### src/rtl/font_rom_arbiter_pkg.sv
// rtl/font_rom_arbiter_pkg.sv - shared types and helpers for the font ROM arbiter
// Holds the arbiter state type, the requester-count ceiling and the one-hot helper.
package font_rom_arb_pkg;

  typedef enum logic {ARB = 1'b0, BURST = 1'b1} arb_state_t;

  localparam int MAX_REQ = 8;

  // One-hot vector with bit id set; zero when id is outside 0..n-1.
  function automatic logic [MAX_REQ-1:0] onehot(input int unsigned id, input int unsigned n);
    logic [MAX_REQ-1:0] v;
    v = '0;
    if (id < n && id < MAX_REQ) v[id[2:0]] = 1'b1;
    return v;
  endfunction

endpackage

### src/rtl/font_rom_arbiter_if.sv
// rtl/font_rom_arbiter_if.sv - requester, response and ROM signals of the font ROM arbiter
// Ports (as signals): req_valid/req_addr/req_last in, req_ready out, rsp_valid/rsp_data out,
// rom_addr out to the ROM, rom_data back from the ROM. The slave modport is the arbiter side;
// the master modport is the environment (requesters plus the ROM).
interface font_rom_arbiter_if #(
  parameter int WIDTH = 16,
  parameter int DEPTH = 256,
  parameter int N_REQ = 3
);
  localparam int ADDRW = $clog2(DEPTH);

  logic [N_REQ-1:0]       req_valid;
  logic [N_REQ*ADDRW-1:0] req_addr;
  logic [N_REQ-1:0]       req_last;
  logic [N_REQ-1:0]       req_ready;
  logic [N_REQ-1:0]       rsp_valid;
  logic [WIDTH-1:0]       rsp_data;
  logic [ADDRW-1:0]       rom_addr;
  logic [WIDTH-1:0]       rom_data;

  modport slave (
    input  req_valid, req_addr, req_last, rom_data,
    output req_ready, rsp_valid, rsp_data, rom_addr
  );

  modport master (
    output req_valid, req_addr, req_last, rom_data,
    input  req_ready, rsp_valid, rsp_data, rom_addr
  );
endinterface

### src/rtl/font_rom_arbiter_rr_picker.sv
// rtl/font_rom_arbiter_rr_picker.sv - combinational round-robin winner search
// Ports: req_i request vector, ptr_i search start, prio0_i lets requester 0 win outright,
// grant_o winning index (0 when nothing requests), any_req_o set when any request is present.
module font_rr_picker #(
  parameter int N_REQ = 3,
  parameter int IDW   = 2
) (
  input  logic [N_REQ-1:0] req_i,
  input  logic [IDW-1:0]   ptr_i,
  input  logic             prio0_i,
  output logic [IDW-1:0]   grant_o,
  output logic             any_req_o
);
  int   idx;
  logic found;

  always_comb begin
    grant_o   = '0;
    found     = 1'b0;
    idx       = 0;
    any_req_o = |req_i;
    // Priority requester 0 pre-empts the rotating search; grant_o already holds 0.
    if (prio0_i && req_i[0]) found = 1'b1;
    // Wrap modulo N_REQ, not modulo 2**IDW, so unused index codes are never visited.
    for (int k = 0; k < N_REQ; k++) begin
      idx = (int'(ptr_i) + k) % N_REQ;
      if (!found && req_i[idx]) begin
        grant_o = IDW'(idx);
        found   = 1'b1;
      end
    end
  end
endmodule

### src/rtl/font_rom_arbiter.sv
// rtl/font_rom_arbiter.sv - round-robin, burst-locking arbiter sharing one async font ROM
// Ports: clk, aresetn (async active-low), bus (slave modport: requests in, ready out,
// tagged responses out, ROM address out / ROM data in).
// Optional FONT_ROM_ARB_PRIO0_EN: requester 0 wins every arbitration it takes part in and the
// rotating pointer cycles over requesters 1..N_REQ-1 only; running bursts are never pre-empted.
import font_rom_arb_pkg::*;

module font_rom_arbiter #(
  parameter int WIDTH = 16,
  parameter int DEPTH = 256,
  parameter int N_REQ = 3
) (
  input logic               clk,
  input logic               aresetn,
  font_rom_arbiter_if.slave bus
);
  localparam int ADDRW = $clog2(DEPTH);
  localparam int IDW   = $clog2(N_REQ);

  localparam logic [0:0] ST_ARB   = 1'(ARB);
  localparam logic [0:0] ST_BURST = 1'(BURST);

`ifdef FONT_ROM_ARB_PRIO0_EN
  localparam logic PRIO0 = 1'b1;
`else
  localparam logic PRIO0 = 1'b0;
`endif

  logic [0:0]       state_q, state_d;
  logic [IDW-1:0]   rr_ptr_q, rr_ptr_d;
  logic [IDW-1:0]   owner_q, owner_d;
  logic [ADDRW-1:0] addr_q;
  logic [IDW-1:0]   id_q;
  logic             vld_q;
  logic [N_REQ-1:0] rsp_valid_q;
  logic [WIDTH-1:0] rsp_data_q;

  logic [IDW-1:0]   grant;
  logic             any_req;
  logic [N_REQ-1:0] ready;
  logic             accept;
  logic [IDW-1:0]   acc_id;
  logic             acc_last;
  logic [ADDRW-1:0] acc_addr;

  font_rr_picker #(.N_REQ(N_REQ), .IDW(IDW)) u_picker (
    .req_i     (bus.req_valid),
    .ptr_i     (rr_ptr_q),
    .prio0_i   (PRIO0),
    .grant_o   (grant),
    .any_req_o (any_req)
  );

  // Pointer value after requester w finishes; in priority mode requester 0 is skipped.
  function automatic logic [IDW-1:0] next_ptr(input logic [IDW-1:0] w);
    if (PRIO0) return (w == IDW'(N_REQ - 1) || w == '0) ? IDW'(1) : w + IDW'(1);
    return (w == IDW'(N_REQ - 1)) ? '0 : w + IDW'(1);
  endfunction

  always_comb begin
    ready  = '0;
    acc_id = (state_q == ST_BURST) ? owner_q : grant;
    if (aresetn) begin
      if (state_q == ST_ARB) begin
        if (any_req) ready[grant] = 1'b1;
      end else begin
        // Locked: only the owner may move; a dropped valid simply idles the ROM.
        ready[owner_q] = bus.req_valid[owner_q];
      end
    end
    accept   = |ready;
    acc_last = bus.req_last[acc_id];
    acc_addr = bus.req_addr[int'(acc_id)*ADDRW +: ADDRW];
  end

  always_comb begin
    state_d  = state_q;
    rr_ptr_d = rr_ptr_q;
    owner_d  = owner_q;
    if (accept) begin
      if (state_q == ST_ARB) begin
        if (acc_last) begin
          rr_ptr_d = next_ptr(grant);
        end else begin
          owner_d = grant;
          state_d = ST_BURST;
        end
      end else if (acc_last) begin
        rr_ptr_d = next_ptr(owner_q);
        state_d  = ST_ARB;
      end
    end
  end

  always_ff @(posedge clk or negedge aresetn) begin
    if (!aresetn) begin
      state_q     <= ST_ARB;
      rr_ptr_q    <= '0;
      owner_q     <= '0;
      addr_q      <= '0;
      id_q        <= '0;
      vld_q       <= 1'b0;
      rsp_valid_q <= '0;
      rsp_data_q  <= '0;
    end else begin
      state_q  <= state_d;
      rr_ptr_q <= rr_ptr_d;
      owner_q  <= owner_d;
      vld_q    <= accept;
      // addr_q doubles as rom_addr, so it only moves on an accepted beat.
      if (accept) begin
        addr_q <= acc_addr;
        id_q   <= acc_id;
      end
      rsp_valid_q <= vld_q ? N_REQ'(onehot(int'(id_q), N_REQ)) : '0;
      if (vld_q) rsp_data_q <= bus.rom_data;
    end
  end

  assign bus.req_ready = ready;
  assign bus.rom_addr  = addr_q;
  assign bus.rsp_valid = rsp_valid_q;
  assign bus.rsp_data  = rsp_data_q;
endmodule

### src/flat_wrapper.sv
// flat-port wrapper written by rule: the top's interface ports become plain ports
module font_rom_arbiter_flat 
#(
  parameter int WIDTH = 16,
  parameter int DEPTH = 256,
  parameter int N_REQ = 3
)
  (clk, aresetn, bus_req_valid, bus_req_addr, bus_req_last, bus_rom_data, bus_req_ready, bus_rsp_valid, bus_rsp_data, bus_rom_addr);
  font_rom_arbiter_if #(.WIDTH(WIDTH), .DEPTH(DEPTH), .N_REQ(N_REQ)) bus_i ();
  input logic clk;
  input logic aresetn;
  input wire logic [$bits(bus_i.req_valid)-1:0] bus_req_valid;
  input wire logic [$bits(bus_i.req_addr)-1:0] bus_req_addr;
  input wire logic [$bits(bus_i.req_last)-1:0] bus_req_last;
  input wire logic [$bits(bus_i.rom_data)-1:0] bus_rom_data;
  output wire logic [$bits(bus_i.req_ready)-1:0] bus_req_ready;
  output wire logic [$bits(bus_i.rsp_valid)-1:0] bus_rsp_valid;
  output wire logic [$bits(bus_i.rsp_data)-1:0] bus_rsp_data;
  output wire logic [$bits(bus_i.rom_addr)-1:0] bus_rom_addr;
  assign bus_i.req_valid = bus_req_valid;
  assign bus_i.req_addr = bus_req_addr;
  assign bus_i.req_last = bus_req_last;
  assign bus_i.rom_data = bus_rom_data;
  assign bus_req_ready = bus_i.req_ready;
  assign bus_rsp_valid = bus_i.rsp_valid;
  assign bus_rsp_data = bus_i.rsp_data;
  assign bus_rom_addr = bus_i.rom_addr;
  font_rom_arbiter #(.WIDTH(WIDTH), .DEPTH(DEPTH), .N_REQ(N_REQ)) u_core (.clk(clk), .aresetn(aresetn), .bus(bus_i));
endmodule
### config.mk
export PLATFORM = sky130hd
export DESIGN_NAME = font_rom_arbiter_flat
export DESIGN_NICKNAME = d
export VERILOG_FILES = /design/src/rtl/font_rom_arbiter_pkg.sv /design/src/rtl/font_rom_arbiter_if.sv /design/src/rtl/font_rom_arbiter_rr_picker.sv /design/src/rtl/font_rom_arbiter.sv /design/src/flat_wrapper.sv
export SDC_FILE = /design/constraint.sdc
export NUM_CORES = 1
export LEC_CHECK = 0
export CAP_MARGIN = 20
export CELL_PAD_IN_SITES_DETAIL_PLACEMENT = 0
export CELL_PAD_IN_SITES_GLOBAL_PLACEMENT = 2
export CORE_ASPECT_RATIO = 1.2
export CORE_UTILIZATION = 25
export CTS_CLUSTER_DIAMETER = 200
export CTS_CLUSTER_SIZE = 30
export DETAILED_ROUTE_END_ITERATION = 10
export GPL_TIMING_DRIVEN = 0
export PLACE_DENSITY_LB_ADDON = 0.15
export SYNTH_ARGS = -nofsm -noshare
export SYNTH_HDL_FRONTEND = slang
export SYNTH_SLANG_ARGS = --single-unit
### constraint.sdc
create_clock -name clk -period 2.9 [get_ports clk]
set_input_delay 0.435 -clock clk [delete_from_list [all_inputs] [get_ports clk]]
set_output_delay 0.435 -clock clk [all_outputs]
set_load 0.005 [all_outputs]
; ---- Word level (Yosys, flattened, before mapping)
; Cells that the tools add are included.
[totals]
mem_count = 0
regBits = 35
word_cells = 79
ram_bits = 0
latch_bits = 0
rom_bits = 0
in_bits = 48
[op_classes]
n_lt_le_gt_ge = 11
bitwise = 3
n_mux = 36
reduce_logical = 11
n_eq_ne = 2
shifts = 1
n_div = 3
multipliers = 0
addsub = 4
[op_table]
columns = operator, n
row1 = "< comparator 32 x 4 -> 1 bit, second input constant", 3
row2 = "remainder unit 32 x 3 -> 32 bit, second input constant", 2
row3 = "remainder unit 3 x 3 -> 32 bit, second input constant", 1
row4 = variable part select 24 x 6 -> 8 bit, 1
row5 = two-way mux 2 bit, 9
row6 = two-way mux 3 bit, 5
row7 = two-way mux 1 bit, 14
row8 = binary-select mux 1 bit (select 2 bit), 5
row9 = "< comparator 2 x 3 -> 1 bit, second input constant", 3
row10 = demux 1 bit (select 2 bit), 3
row11 = ">= comparator 2 x 1 -> 1 bit, second input constant", 3
row12 = OR reduction 3 bit, 2
row13 = logical AND 1 bit, 5
row14 = "adder 2 x 1 -> 2 bit, second input constant", 2
row15 = "equality test 2 bit, second input constant", 2
row16 = "< comparator 2 x 4 -> 1 bit, second input constant", 1
row17 = "adder 2 x 1 -> 3 bit, second input constant", 1
row18 = "adder 2 x 2 -> 3 bit, second input constant", 1
row19 = AND 3 bit, 1
row20 = AND reduction 3 bit, 1
row21 = zero test 1 bit, 2
row22 = "< comparator 2 bit, second input constant", 1
row23 = NOT 1 bit, 2
row24 = AND reduction 2 bit, 1

; ---- Depth between registers and ports, before layout
; Gate-level depths: netlist of run 1.
[depth]
ltp_word = 20
depth_mapped = 10

; ---- Cells and area by module
; From an unflattened synthesis of run 1, not the netlist that was laid out.
[hier_totals]
hier_cells = 157
hier_area_um2 = 1838.0
[by_module_without_submodules]
columns = module, cells_per_inst, seq_area_each_um2, area_per_inst_um2, instances
row1 = font_rom_arbiter, 128, 875.8, 1605.3, 1
row2 = font_rr_picker, 29, 0.0, 232.7, 1

; ---- Worst setup path before layout of run 1
; Ideal clock, no wire load.
[synth_path]
path_type = reg2reg
from = reg u_core.rr_ptr_q[0]
to = reg u_core.rr_ptr_q[0]
slack_ps = 403
path_stages_with_launch = 11
setup_time_ps = 128
synth_period_minus_slack_ps = 2497
t_arrival_ps = 2370
path_cell_list = dfrtp_1 > inv_1 > ha_1 > mux2i_1 > nor4_1 > o32a_1 > a41oi_2 > buf_6 > nor2b_1 > a311o_1 > mux2_1
[synth_between]
elab_chain_cells = 20
[synth_rtl]
columns = item, line_no
row1 = start: declaration, font_rom_arbiter.sv:30  ; logic [IDW-1:0] rr_ptr_q, rr_ptr_d;
row2 = start signal: assignment, font_rom_arbiter.sv:107  ; rr_ptr_q <= rr_ptr_d;
row3 = branches (longest 10 deep; another with remainder unit 32 x 3 -> 32 bit), -
row4 = two-way mux 2 bit *, font_rom_arbiter_rr_picker.sv:27  ; if (!found && req_i[idx]) begin
row5 = < comparator 2 x 3 -> 1 bit (not written as such) / >= comparator 2 x 1 -> 1 bit (equally long branches), font_rom_arbiter.sv:65  ; if (any_req) ready[grant] = 1'b1;
row6 = logical AND 1 bit (not written as such), font_rom_arbiter.sv:65
row7 = two-way mux 1 bit (not written as such), font_rom_arbiter.sv:65
row8 = demux 1 bit (select 2 bit), -
row9 = two-way mux 3 bit, font_rom_arbiter.sv:65
row10 = two-way mux 3 bit, font_rom_arbiter.sv:64  ; if (state_q == ST_ARB) begin
row11 = two-way mux 3 bit, font_rom_arbiter.sv:63  ; if (aresetn) begin
row12 = OR reduction 3 bit, font_rom_arbiter.sv:71  ; accept = |ready;
row13 = AND reduction 2 bit (no line), -
; Every way passes the cells marked *. The select of a mux whose other input is x is not followed.
; A chain may end at the register's enable or synchronous reset.

; ---- Worst setup path in the final report of run 1
[layout_path]
from = reg u_core.rr_ptr_q[1]
to = reg u_core.rr_ptr_q[1]
; Same word-level chain as after synthesis.

==> results of run 1 <==
## through the flow
| stage | hold WS, ps | setup WS [ps] | util (%) |
|---|---|---|---|
| floorplan | 139 | 403 | - |
| global placement | 465 | -1370 | 38.7 |
| detailed placement | 420 | -675 | 38.9 |
| CTS | 102 | 4.48 | 43.1 |
| global route | 106 | -55.7 | 44.1 |
| finish | 98.9 | 52.1 | 44.1 |
## cells in the mapped netlist (all sizes together)
| cell type | instances |
|---|---|
| nand4 | 1 |
| nor3b | 1 |
| clkbuf | 3 |
| o31ai | 2 |
| nand3 | 1 |
| nand2b | 1 |
| o211ai | 2 |
| a2111oi | 1 |
| dfrtp | 35 |
| and2 | 1 |
| a21boi | 2 |
| a41oi | 1 |
| nor4 | 1 |
| a21bo | 1 |
| buf | 4 |
| o21ai | 13 |
| a21o | 5 |
| mux2i | 13 |
| a21oi | 1 |
| inv | 8 |
| nor2b | 5 |
| nor2 | 6 |
| a311o | 1 |
| o32a | 2 |
| nor3 | 3 |
| o22ai | 1 |
| ha | 4 |
| o2111ai | 1 |
| a22oi | 8 |
| a22o | 1 |
| mux2 | 18 |
| o21a | 4 |
| and2b | 1 |
| and3b | 2 |
| nand3b | 1 |
| nand2 | 4 |
## critical path, stage by stage, from the launching register on
cell,delay (ps)
dfrtp_2,460
inv_2,100
ha_4,150
and2b_1,180
nor3_1,230
o2111ai_2,200
buf_4,180
buf_4,120
a41oi_2,190
buf_6,130
nor2b_1,50
a311o_2,410
mux2_4,310
## power breakdown
group          leakage (uW)  total, uW  switching [uW]  internal [uW]
Clock             0.0000618        469             187            283
Combinational      0.000838       1760             709           1050
Sequential         0.000428        842             130            711
Total               0.00133       3070            1030           2040
## worst paths after layout
check,depth (start not counted),slack [ps],to
max in group asynchronous,2,2590,u_core.rr_ptr_q[1]$_DFFE_PN0P_
min in group clk,1,460,u_core.bus.rsp_valid[0]$_DFF_PN0_
worst min-delay path,2,100,u_core.bus.rom_addr[6]$_DFFE_PN0P_
worst max-delay path,12,50,u_core.rr_ptr_q[1]$_DFFE_PN0P_
worst max register to register,12,50,u_core.rr_ptr_q[1]$_DFFE_PN0P_
worst min register to register,1,460,u_core.bus.rsp_valid[0]$_DFF_PN0_
## state kept, by name, indices dropped and copies added, names as in the netlist
register and flops:
u_core.bus.rom_addr 8, u_core.bus.rsp_data 16, u_core.bus.rsp_valid 3, u_core.id_q 2
u_core.owner_q 2, u_core.rr_ptr_q 2, u_core.state_q 1, u_core.vld_q 1
## kinds of logic after synthesis
kind of cell    after synthesis
compound gates               46
flops                        35
mux                          31
simple gates                 28
buf+inv                      15
fa+ha+maj                     4
## layer usage
| metal | vias up | GRT usage (%) | wire length (um) |
|---|---|---|---|
| met2 | 50 | 24.4 | 2490 |
| met4 | 0 | 5.21 | 85 |
| met5 | - | 0 | 0 |
| li1 | 788 | - | - |
| met3 | 8 | 3.64 | 275 |
| met1 | 802 | 16.2 | 2110 |
## final cells by class
class                      instances  area (um2)
timing repair buffer              95         907
clock inverter                     2        38.8
multi-input combinational        109         970
tap                               87         109
fill                             719        3880
buffer                             7        43.8
clock buffer                       6        82.6
inverter                           8        30.0
sequential                        35         877
## layout by cell type, fill, tap and decap left out, drive strengths merged, types with 3 or more instances in the layout
| cell | instances |
|---|---|
| mux2i | 13 |
| nor2b | 5 |
| clkbuf | 10 |
| o21a | 4 |
| o21ai | 13 |
| nor2 | 6 |
| clkdlybuf4s50 | 70 |
| buf | 26 |
| inv | 9 |
| a21o | 5 |
| ha | 4 |
| dfrtp | 35 |
| nor3 | 3 |
| a22oi | 8 |
| mux2 | 18 |
| nand2 | 4 |
## what timing repair did
action,in CTS,in global routing
buffers inserted,14,5
resized for setup,25,12
setup endpoints to repair,5,9
gates cloned,0,0
endpoints found under the hold margin,0,0
pin swaps,11,11
==> flow_metrics.py, run 1 <==
metrics = {
    "yosys": {
        "synthXorXnorAreaFrac_pct": 0,
        "syn-num-nets": 211,
        "synthAdderAreaFrac_pct": 2.75,
        "synth_top_family_by_area": "compound AO/OA/AOI/OAI gates",
        "synth_cell_types": 40,
        "muxShareOfSynthArea_pct": 18.3,
        "synth_simple_gate_area_share_pct": 8.44,
        "netlist_area_um2": 1820,
        "ys_seq_area_share_pct": 48.0,
        "synth.avg_cell_area_um2": 11.5,
        "synth_cells": 159,
        "ys_seq_elements": 35,
        "yosysWarnings": 0,
        "yosysTopAreaCell": "dfrtp_1",
        "synth_compound_area_share_pct": 18.5,
        "synth_area_leaders": "dfrtp_1 (48%), mux2_2 (9.9%), mux2i_1 (7.1%), a22oi_1 (3.3%), o21ai_0 (3.0%)",
        "synth_top_area_share_pct": 48.0,
    },
    "timing": {
        "relSlewSlack_pct": 63.8,
        "tightest_slew_ps": 543,
        "finalClockSkew_ps": 8.81,
        "setup_violations": 0,
        "max_freq_mhz": 351,
        "period_share_pct": 98.2,
        "rsz0062_at_grt": "true",
        "fin_setup_tns_ps": 0,
        "maxSlewViolCount": 0,
        "period_needed_ps": 2850,
        "hold_viol": 0,
    },
    "setup_path": {
        "critPathKind": "flip-flop to flip-flop",
        "critPathLaunchType": "flip-flop",
        "cp.arrival_ps": 3020,
        "crit_path_start": "u_core.rr_ptr_q[1]$_DFFE_PN0P_",
        "r2r-start": "u_core.rr_ptr_q[1]$_DFFE_PN0P_",
        "cp.required_ps": 3070,
        "crit_path_end_kind": "flip-flop",
        "cp_max_fo": 4,
    },
    "floorplanning": {
        "rows": 33,
        "die-width_um": 80.0,
        "dieArea_um2": 7640,
        "die_y_um": 95.5,
        "core-area_um2": 6940,
        "initial_utilization_pct": 26.3,
        "num_io_pins": 78,
    },
    "clock_network": {
        "clock_latency_ps": 290,
        "cts_max_level": 2,
        "cts_tree": "built",
        "cts_buffer_depth": 2,
        "clk_pin_slew_worst_paths_ps": 70,
        "cts.hold.buffers_added": 0,
        "cts-root-buf": "clkbuf_8",
        "clock_sinks": 35,
        "numCtsBuffers": 5,
    },
    "route": {
        "drt_iter0_drc": 46,
        "firstDrtPassIters": 4,
        "drtAntennaViolNets": 0,
        "wl_per_cell_um": 14.2,
        "wl_um": 4960,
        "vias": 1648,
        "vias_per_cell": 4.72,
        "drc_errors": 0,
    },
    "place": {
        "dpl-instance-area_um2": 2700,
        "gp_congestion": 0.735,
        "port-buffer-count": 75,
        "hpwlAfterDp_um": 3450,
        "dpl.cell_count": 322,
    },
    "layout": {
        "fin_area_um2": 3060,
        "drive_above_1_share_pct": 27.5,
        "instances_no_fill": 349,
        "final_nets": 313,
        "area_delta_synth_final_pct": 67.7,
        "num_antenna_cells": 0,
    },
    "grt": {
        "grt_max_degree": 41,
        "grt_pass1_wl_um": 8140,
        "antenna_found_initial": 0,
        "grt_remaining_overflow": 0,
        "track_usage_pct": 13.9,
        "grt_pass1_vias": 1735,
    },
    "flow_run": {
        "max-cap-violations": 0,
    },
    "pwr": {
        "power_uw": 3070,
        "power_leakage_uw": 0.00133,
        "powerDensity_nw_per_um2": 1000,
        "ir_drop_uv": 325,
    },
    "run_status": {
        "run_status": "completed",
    },
    "min_path": {
        "min_path_type": "input pin to async pin",
    },
}
No activity file was read; power rests on OpenSTA's default activity.
==> run 2: changes to the inputs <==
--- a/config.mk
+++ b/config.mk
@@ -5,16 +5,18 @@
 export SDC_FILE = /design/constraint.sdc
 export NUM_CORES = 1
 export LEC_CHECK = 0
+export ABC_AREA = 1
 export CAP_MARGIN = 20
 export CELL_PAD_IN_SITES_DETAIL_PLACEMENT = 0
 export CELL_PAD_IN_SITES_GLOBAL_PLACEMENT = 2
 export CORE_ASPECT_RATIO = 1.2
-export CORE_UTILIZATION = 25
+export CORE_UTILIZATION = 23
 export CTS_CLUSTER_DIAMETER = 200
 export CTS_CLUSTER_SIZE = 30
 export DETAILED_ROUTE_END_ITERATION = 10
 export GPL_TIMING_DRIVEN = 0
 export PLACE_DENSITY_LB_ADDON = 0.15
+export SLEW_MARGIN = 20
 export SYNTH_ARGS = -nofsm -noshare
 export SYNTH_HDL_FRONTEND = slang
 export SYNTH_SLANG_ARGS = --single-unit
==> run 2 against run 1 <==
Routed wire length increased by 12%. Worst hold slack improved by 32 ps. Register-to-register slack better by 590 ps. Non-clock buffer count fell by 11. Clock skew is 2.5 ps lower. Die area grew 20%. Largest power group unchanged.
==> flow_metrics.py, run 2 <==
metrics = {
    "timing": {
        "rsz0062_at_grt": "true",
        "period_needed_ps": 2830,
        "maxSlewViolCount": 0,
        "max_freq_mhz": 353,
        "relSlewSlack_pct": 63.6,
        "timing.final.ws_setup_ps": 66.2,
        "period_share_pct": 97.7,
        "hold_viol": 0,
        "setup_violations": 0,
        "tightest_slew_ps": 546,
        "finalClockSkew_ps": 6.29,
    },
    "layout": {
        "num_antenna_cells": 0,
        "final_nets": 412,
        "most-common-layout-cells": "nand2_1 (123), clkdlybuf4s50_1 (73), dfrtp_1 (34), inv_1 (15), nand3_1 (14)",
        "mostFrequentLayoutCell": "nand2_1",
        "area_delta_synth_final_pct": 55.8,
        "fin_area_um2": 3140,
        "largest_reg_flops": 16,
        "drive_above_1_share_pct": 16.9,
    },
    "yosys": {
        "yosysWarnings": 0,
        "netlist_area_um2": 2020,
        "synth_top_family_by_area": "simple AND/OR/NAND/NOR gates",
        "yosysTopAreaCell": "dfrtp_1",
        "synthFlopType": "dfrtp_1",
        "ys_seq_elements": 35,
        "synth.avg_cell_area_um2": 7.50,
        "synth_cell_types": 27,
        "synth_area_leaders": "dfrtp_1 (43%), nand2_1 (23%), nand3_1 (4.2%), inv_1 (3.5%), nand2_2 (2.8%)",
        "synth_simple_gate_area_share_pct": 39.0,
        "synth_cells": 269,
        "yosysMostFrequentCell": "nand2_1",
        "synth_compound_area_share_pct": 7.69,
        "syn-num-nets": 321,
        "async_flop_share_pct": 100,
        "muxShareOfSynthArea_pct": 0,
        "synth_edf_count": 0,
        "synthXorXnorAreaFrac_pct": 0,
        "synthAdderAreaFrac_pct": 2.48,
        "synth_top_area_share_pct": 43.4,
        "ys_seq_area_share_pct": 43.4,
        "netlist_top_cells_count": "nand2_1 (123), dfrtp_1 (35), inv_1 (19), nand3_1 (17), nand2_2 (9)",
    },
    "grt": {
        "track_usage_pct": 13.0,
        "grt_remaining_overflow": 0,
        "grt_pass1_vias": 1916,
        "antenna_found_initial": 0,
        "grt_max_degree": 22,
        "grt_pass1_wl_um": 9200,
    },
    "clock_network": {
        "cts_max_level": 2,
        "cts-root-buf": "clkbuf_8",
        "cts_buffer_depth": 2,
        "clock_sinks": 35,
        "clk_pin_slew_worst_paths_ps": 70,
        "cts.hold.buffers_added": 0,
        "numCtsBuffers": 5,
        "cts_tree": "built",
        "clock_latency_ps": 290,
    },
    "place": {
        "hpwlAfterDp_um": 4160,
        "gp_congestion": 0.769,
        "dpl-instance-area_um2": 2960,
        "place_ws_ps": -161,
        "port-buffer-count": 77,
    },
    "setup_path": {
        "critPathLaunchType": "flip-flop",
        "slowest_stage": "clkdlybuf4s50_1",
        "cp.arrival_ps": 2400,
        "crit_top_cell": "nand2_1",
        "cp.required_ps": 2470,
        "cp_max_fo": 5,
        "cpPeakStageDelay_ps": 490,
        "path_cells": "buf_4 -> ha_4 -> nand2_1 -> nand3_2 -> nand2_4 -> nand2_1 -> nand2_1 -> nand2_2 -> nand2_4 -> nand3_1 -> nand2_1 -> nand3_2 -> inv_2 -> clkdlybuf4s50_1",
        "crit_path_end_kind": "output pin",
        "critPathKind": "flip-flop to output pin",
    },
    "route": {
        "vias": 1985,
        "wl_um": 5540,
        "drc_errors": 0,
        "firstDrtPassIters": 4,
        "drt_iter0_drc": 71,
        "drtAntennaViolNets": 0,
        "vias_per_cell": 4.15,
        "wl_per_cell_um": 11.6,
    },
    "floorplanning": {
        "die-width_um": 87.5,
        "dieArea_um2": 9150,
        "die_y_um": 105,
        "initial_utilization_pct": 23.6,
        "core-area_um2": 8560,
        "rows": 37,
        "num_io_pins": 78,
    },
    "run_status": {
        "run_status": "completed",
    },
    "pwr": {
        "ir_drop_uv": 335,
        "power_leakage_uw": 0.00153,
        "powerDensity_nw_per_um2": 1090,
    },
    "flow_run": {
        "max-cap-violations": 0,
    },
    "min_path": {
        "min_path_type": "input pin to async pin",
    },
}
-- run 2: cell types whose count changed after synthesis, sizes merged, moves of 5 or more --
| cell | before | now |
|---|---|---|
| a21o | 5 | 0 |
| a22oi | 8 | 0 |
| inv | 8 | 25 |
| mux2 | 18 | 0 |
| mux2i | 13 | 0 |
| nand2 | 4 | 134 |
| nand3 | 1 | 23 |
| nor2b | 5 | 0 |
| or2 | 0 | 6 |
-- run 2: final timing paths --
check,start,to,slack (ps),cells past startpoint
worst max register to register,u_core.rr_ptr_q[0]$_DFFE_PN0P_,u_core.bus.rom_addr[1]$_DFFE_PN0P_,640,17
worst min register to register,u_core.id_q[1]$_DFFE_PN0P_,u_core.bus.rsp_valid[1]$_DFF_PN0_,470,1
worst min-delay path,aresetn,u_core.bus.rsp_data[10]$_DFFE_PN0P_,130,1
worst max-delay path,u_core.rr_ptr_q[0]$_DFFE_PN0P_,bus_req_ready[0],70,14
max in group asynchronous,aresetn,u_core.bus.rsp_data[8]$_DFFE_PN0P_,2300,2
min in group clk,u_core.id_q[1]$_DFFE_PN0P_,u_core.bus.rsp_valid[1]$_DFF_PN0_,470,1
-- run 2: final cells by class --
type | instances | area [um2]
tap | 117 | 146
clock buffer | 6 | 72.6
fill | 927 | 5420
sequential | 35 | 877
buffer | 7 | 52.6
clock inverter | 2 | 12.5
inverter | 26 | 100
timing repair buffer | 84 | 838
multi-input combinational | 201 | 1040
-- run 2: report_power, final --
group          total [uW]  internal, uW  switching, uW
clock                 351           168            183
sequential            862           727            135
combinational        2210          1010           1200
total                3420          1910           1520
-- run 2: repair_timing --
item | CTS | global route
setup endpoints to repair | 3 | 3
gates resized for setup | 13 | 6
gates cloned | 0 | 0
pin swaps | 2 | 4
buffers inserted | 5 | 1
endpoints found under the hold margin | 0 | 0
-- run 2: layer usage --
metal	GRT usage (%)	routed length (um)	up-vias
met4	4.22	73	0
met3	3.00	261	7
met5	0	0	-
met2	21.0	2680	44
met1	16.8	2530	914
li1	-	-	1020
-- run 2: cells by family (layout without fill, tap and decap cells) --
kind of cell / after synthesis / in the layout
and+or+nand+nor: 175 / 175
DFF: 35 / 35
buffers and inverters: 33 / 125
AOI/OAI and AO/OA: 22 / 22
adders and majority gates: 4 / 4
-- run 2: critical path: cells and delay by family, from the launching register on --
kind	cells	cell delay, ps
buffers and inverters	3	720
flip-flops	1	400
adder cells (fa/ha/maj)	1	160
AND/OR/NAND/NOR	10	830
-- run 2: metrics by stage --
step | setup TNS [ps] | total power (uW) | util (%) | hold slack (ps) | cells
6_report | 0 | 3420 | 36.7 | 131 | 478
3_5_place_dp | -288 | 3000 | 34.5 | 448 | 464
5_1_grt | -213 | 3780 | 36.7 | 168 | 478
3_3_place_gp | -8960 | 3010 | 34.3 | 447 | 463
2_1_floorplan | 0 | 2170 | - | 139 | 269
4_1_cts | -3.89 | 3470 | 36.4 | 147 | 477
==> run 3: changes to the inputs <==
--- a/config.mk
+++ b/config.mk
@@ -5,17 +5,17 @@
 export SDC_FILE = /design/constraint.sdc
 export NUM_CORES = 1
 export LEC_CHECK = 0
-export ABC_AREA = 1
 export CAP_MARGIN = 20
 export CELL_PAD_IN_SITES_DETAIL_PLACEMENT = 0
 export CELL_PAD_IN_SITES_GLOBAL_PLACEMENT = 2
 export CORE_ASPECT_RATIO = 1.2
-export CORE_UTILIZATION = 23
+export CORE_UTILIZATION = 25
 export CTS_CLUSTER_DIAMETER = 200
 export CTS_CLUSTER_SIZE = 30
 export DETAILED_ROUTE_END_ITERATION = 10
 export GPL_TIMING_DRIVEN = 0
 export PLACE_DENSITY_LB_ADDON = 0.15
+export RECOVER_POWER = 100
 export SLEW_MARGIN = 20
 export SYNTH_ARGS = -nofsm -noshare
 export SYNTH_HDL_FRONTEND = slang
==> run 3 against run 2 <==
Sequential share of layout area up 0.63 points. Clock skew increased by 2.6 ps. First-iteration DRC count down 39%. Global-route usage rose by 1.2 points. Critical path type is now flip-flop to flip-flop. Worst hold slack better by 330 ps. The run now ends with negative setup slack left. Sequential power is 3.4% lower.
==> flow_metrics.py, run 3 (synthesis results as in run 1) <==
metrics = {
    "layout": {
        "utilization_pct": 44.4,
        "instances_no_fill": 350,
        "drive_above_1_share_pct": 27.4,
        "most-common-layout-cells": "clkdlybuf4s50_1 (43), dfrtp_1 (33), dlygate4sd3_1 (28), buf_4 (17), mux2_2 (16)",
        "largest_reg_flops": 16,
        "num_antenna_cells": 0,
        "area_delta_synth_final_pct": 68.8,
        "fillers": 703,
        "multi_input_area_um2": 1010,
        "register_area_um2": 878,
        "mostFrequentLayoutCell": "clkdlybuf4s50_1",
        "fin_area_um2": 3080,
        "final_nets": 315,
    },
    "timing": {
        "fin_setup_tns_ps": -23.0,
        "tightest_slew_ps": 569,
        "setup_violations": 2,
        "max_freq_mhz": 343,
        "finalClockSkew_ps": 8.85,
        "maxSlewViolCount": 0,
        "timing.final.ws_setup_ps": -13.3,
        "relSlewSlack_pct": 62.1,
        "rsz0062_at_grt": "true",
        "period_needed_ps": 2910,
        "period_share_pct": 100,
        "hold_viol": 0,
    },
    "setup_path": {
        "critPathLaunchType": "flip-flop",
        "cp.arrival_ps": 3070,
        "cp.required_ps": 3060,
        "r2r_slack_ps": -10,
        "cp_max_fo": 4,
        "critPathKind": "flip-flop to flip-flop",
        "crit_path_end_kind": "flip-flop",
    },
    "pwr": {
        "powerDensity_nw_per_um2": 954,
        "power_uw": 2940,
        "ir_drop_uv": 318,
        "power_leakage_uw": 0.00134,
    },
    "grt": {
        "track_usage_pct": 14.1,
        "grt_max_degree": 32,
        "grt_remaining_overflow": 0,
        "grt_pass1_vias": 1709,
        "grt_pass1_wl_um": 8160,
        "antenna_found_initial": 0,
    },
    "place": {
        "dpl-instance-area_um2": 2700,
        "hpwlAfterDp_um": 3440,
        "gp_congestion": 0.735,
        "dpl.cell_count": 322,
        "port-buffer-count": 75,
    },
    "clock_network": {
        "numCtsBuffers": 5,
        "cts_tree": "built",
        "clk_pin_slew_worst_paths_ps": 70,
        "clock_latency_ps": 280,
        "cts_buffer_depth": 2,
        "cts_max_level": 2,
        "clock_sinks": 35,
        "cts-root-buf": "clkbuf_8",
    },
    "floorplanning": {
        "die-width_um": 80.0,
        "dieArea_um2": 7640,
        "initial_utilization_pct": 26.3,
        "core-area_um2": 6940,
        "num_io_pins": 78,
        "die_y_um": 95.5,
        "rows": 33,
    },
    "route": {
        "vias": 1653,
        "vias_per_cell": 4.72,
        "drc_errors": 0,
        "wl_um": 5100,
        "firstDrtPassIters": 4,
        "wl_per_cell_um": 14.6,
        "drt_iter0_drc": 43,
        "drtAntennaViolNets": 0,
    },
    "run_status": {
        "run_status": "finished with violations",
        "violations": "negative setup slack",
    },
    "flow_run": {
        "max-cap-violations": 0,
    },
    "min_path": {
        "min_path_type": "flip-flop to flip-flop",
    },
}
[run 3: cell count changes in the layout (fill, tap and decap cells not counted), sizes merged, moves of 8 or more]
| cell | before | now |
|---|---|---|
| nand2 | 134 | 4 |
| clkdlybuf4s50 | 73 | 43 |
| dlygate4sd3 | 0 | 28 |
| nand3 | 23 | 1 |
| mux2 | 0 | 18 |
| inv | 25 | 8 |
| mux2i | 0 | 13 |
| buf | 12 | 23 |
| a22oi | 0 | 8 |
[run 3: what timing repair did]
item | 4_1_cts | 5_1_grt
gates resized for setup | 22 | 20
hold buffers | 0 | 1
buffers inserted | 14 | 8
endpoints found under the hold margin | 0 | 7
pin swaps | 9 | 12
endpoints found under the setup margin | 3 | 15
[run 3: power by group]
part           switching [uW]  leakage, uW  internal [uW]
sequential                120     0.000427            713
combinational             752     0.000869           1010
clock                     175    0.0000440            164
[run 3: layer usage]
| layer | up-vias | global-route usage [%] | part of all wire, % | wire length [um] |
|---|---|---|---|---|
| met1 | 802 | 16.2 | 43 | 2170 |
| li1 | 793 | - | - | - |
| met4 | 0 | 5.06 | 1.5 | 74 |
| met2 | 50 | 25.1 | 52 | 2620 |
| met3 | 8 | 3.83 | 4.5 | 229 |
| met5 | - | 0 | 0 | 0 |
[run 3: path summary, 6_finish.rpt]
kind,cells past startpoint,to,startpoint
min in group asynchronous,2,u_core.bus.rom_addr[6]$_DFFE_PN0P_,aresetn
worst min register to register,1,u_core.bus.rsp_valid[0]$_DFF_PN0_,u_core.id_q[1]$_DFFE_PN0P_
worst max-delay path,12,u_core.rr_ptr_q[1]$_DFFE_PN0P_,u_core.rr_ptr_q[1]$_DFFE_PN0P_
worst min-delay path,1,u_core.bus.rsp_valid[0]$_DFF_PN0_,u_core.id_q[1]$_DFFE_PN0P_
max in group asynchronous,3,u_core.rr_ptr_q[1]$_DFFE_PN0P_,aresetn
worst max register to register,12,u_core.rr_ptr_q[1]$_DFFE_PN0P_,u_core.rr_ptr_q[1]$_DFFE_PN0P_
[run 3: layout make-up]
type	count	share of cell area, %
flip-flops and latches	35	28.5
plain buffers	7	1.42
clock buffers	5	2.24
repair buffers	97	30.0
clock inverters	2	0.447
well taps	87	3.54
inverters	8	0.976
multi-input cells	109	32.8
[run 3: worst max-delay path: stages, from the launching register on]
cell and delay [ps]:
dfrtp_2 440, buf_6 130, ha_4 240, nand3b_1 160
o21ai_1 100, o32a_1 390, buf_4 150, buf_6 100
a41oi_2 190, buf_6 130, nor2b_1 40, a311o_1 400
mux2_4 320
[run 3: stage by stage]
stage | hold WS, ps | worst slack (ps)
after floorplan | 139 | 403
after global placement | 465 | -1370
after detailed placement | 312 | -654
after CTS | 0.0634 | -60.8
after global routing | 473 | -100
final | 463 | -13.3
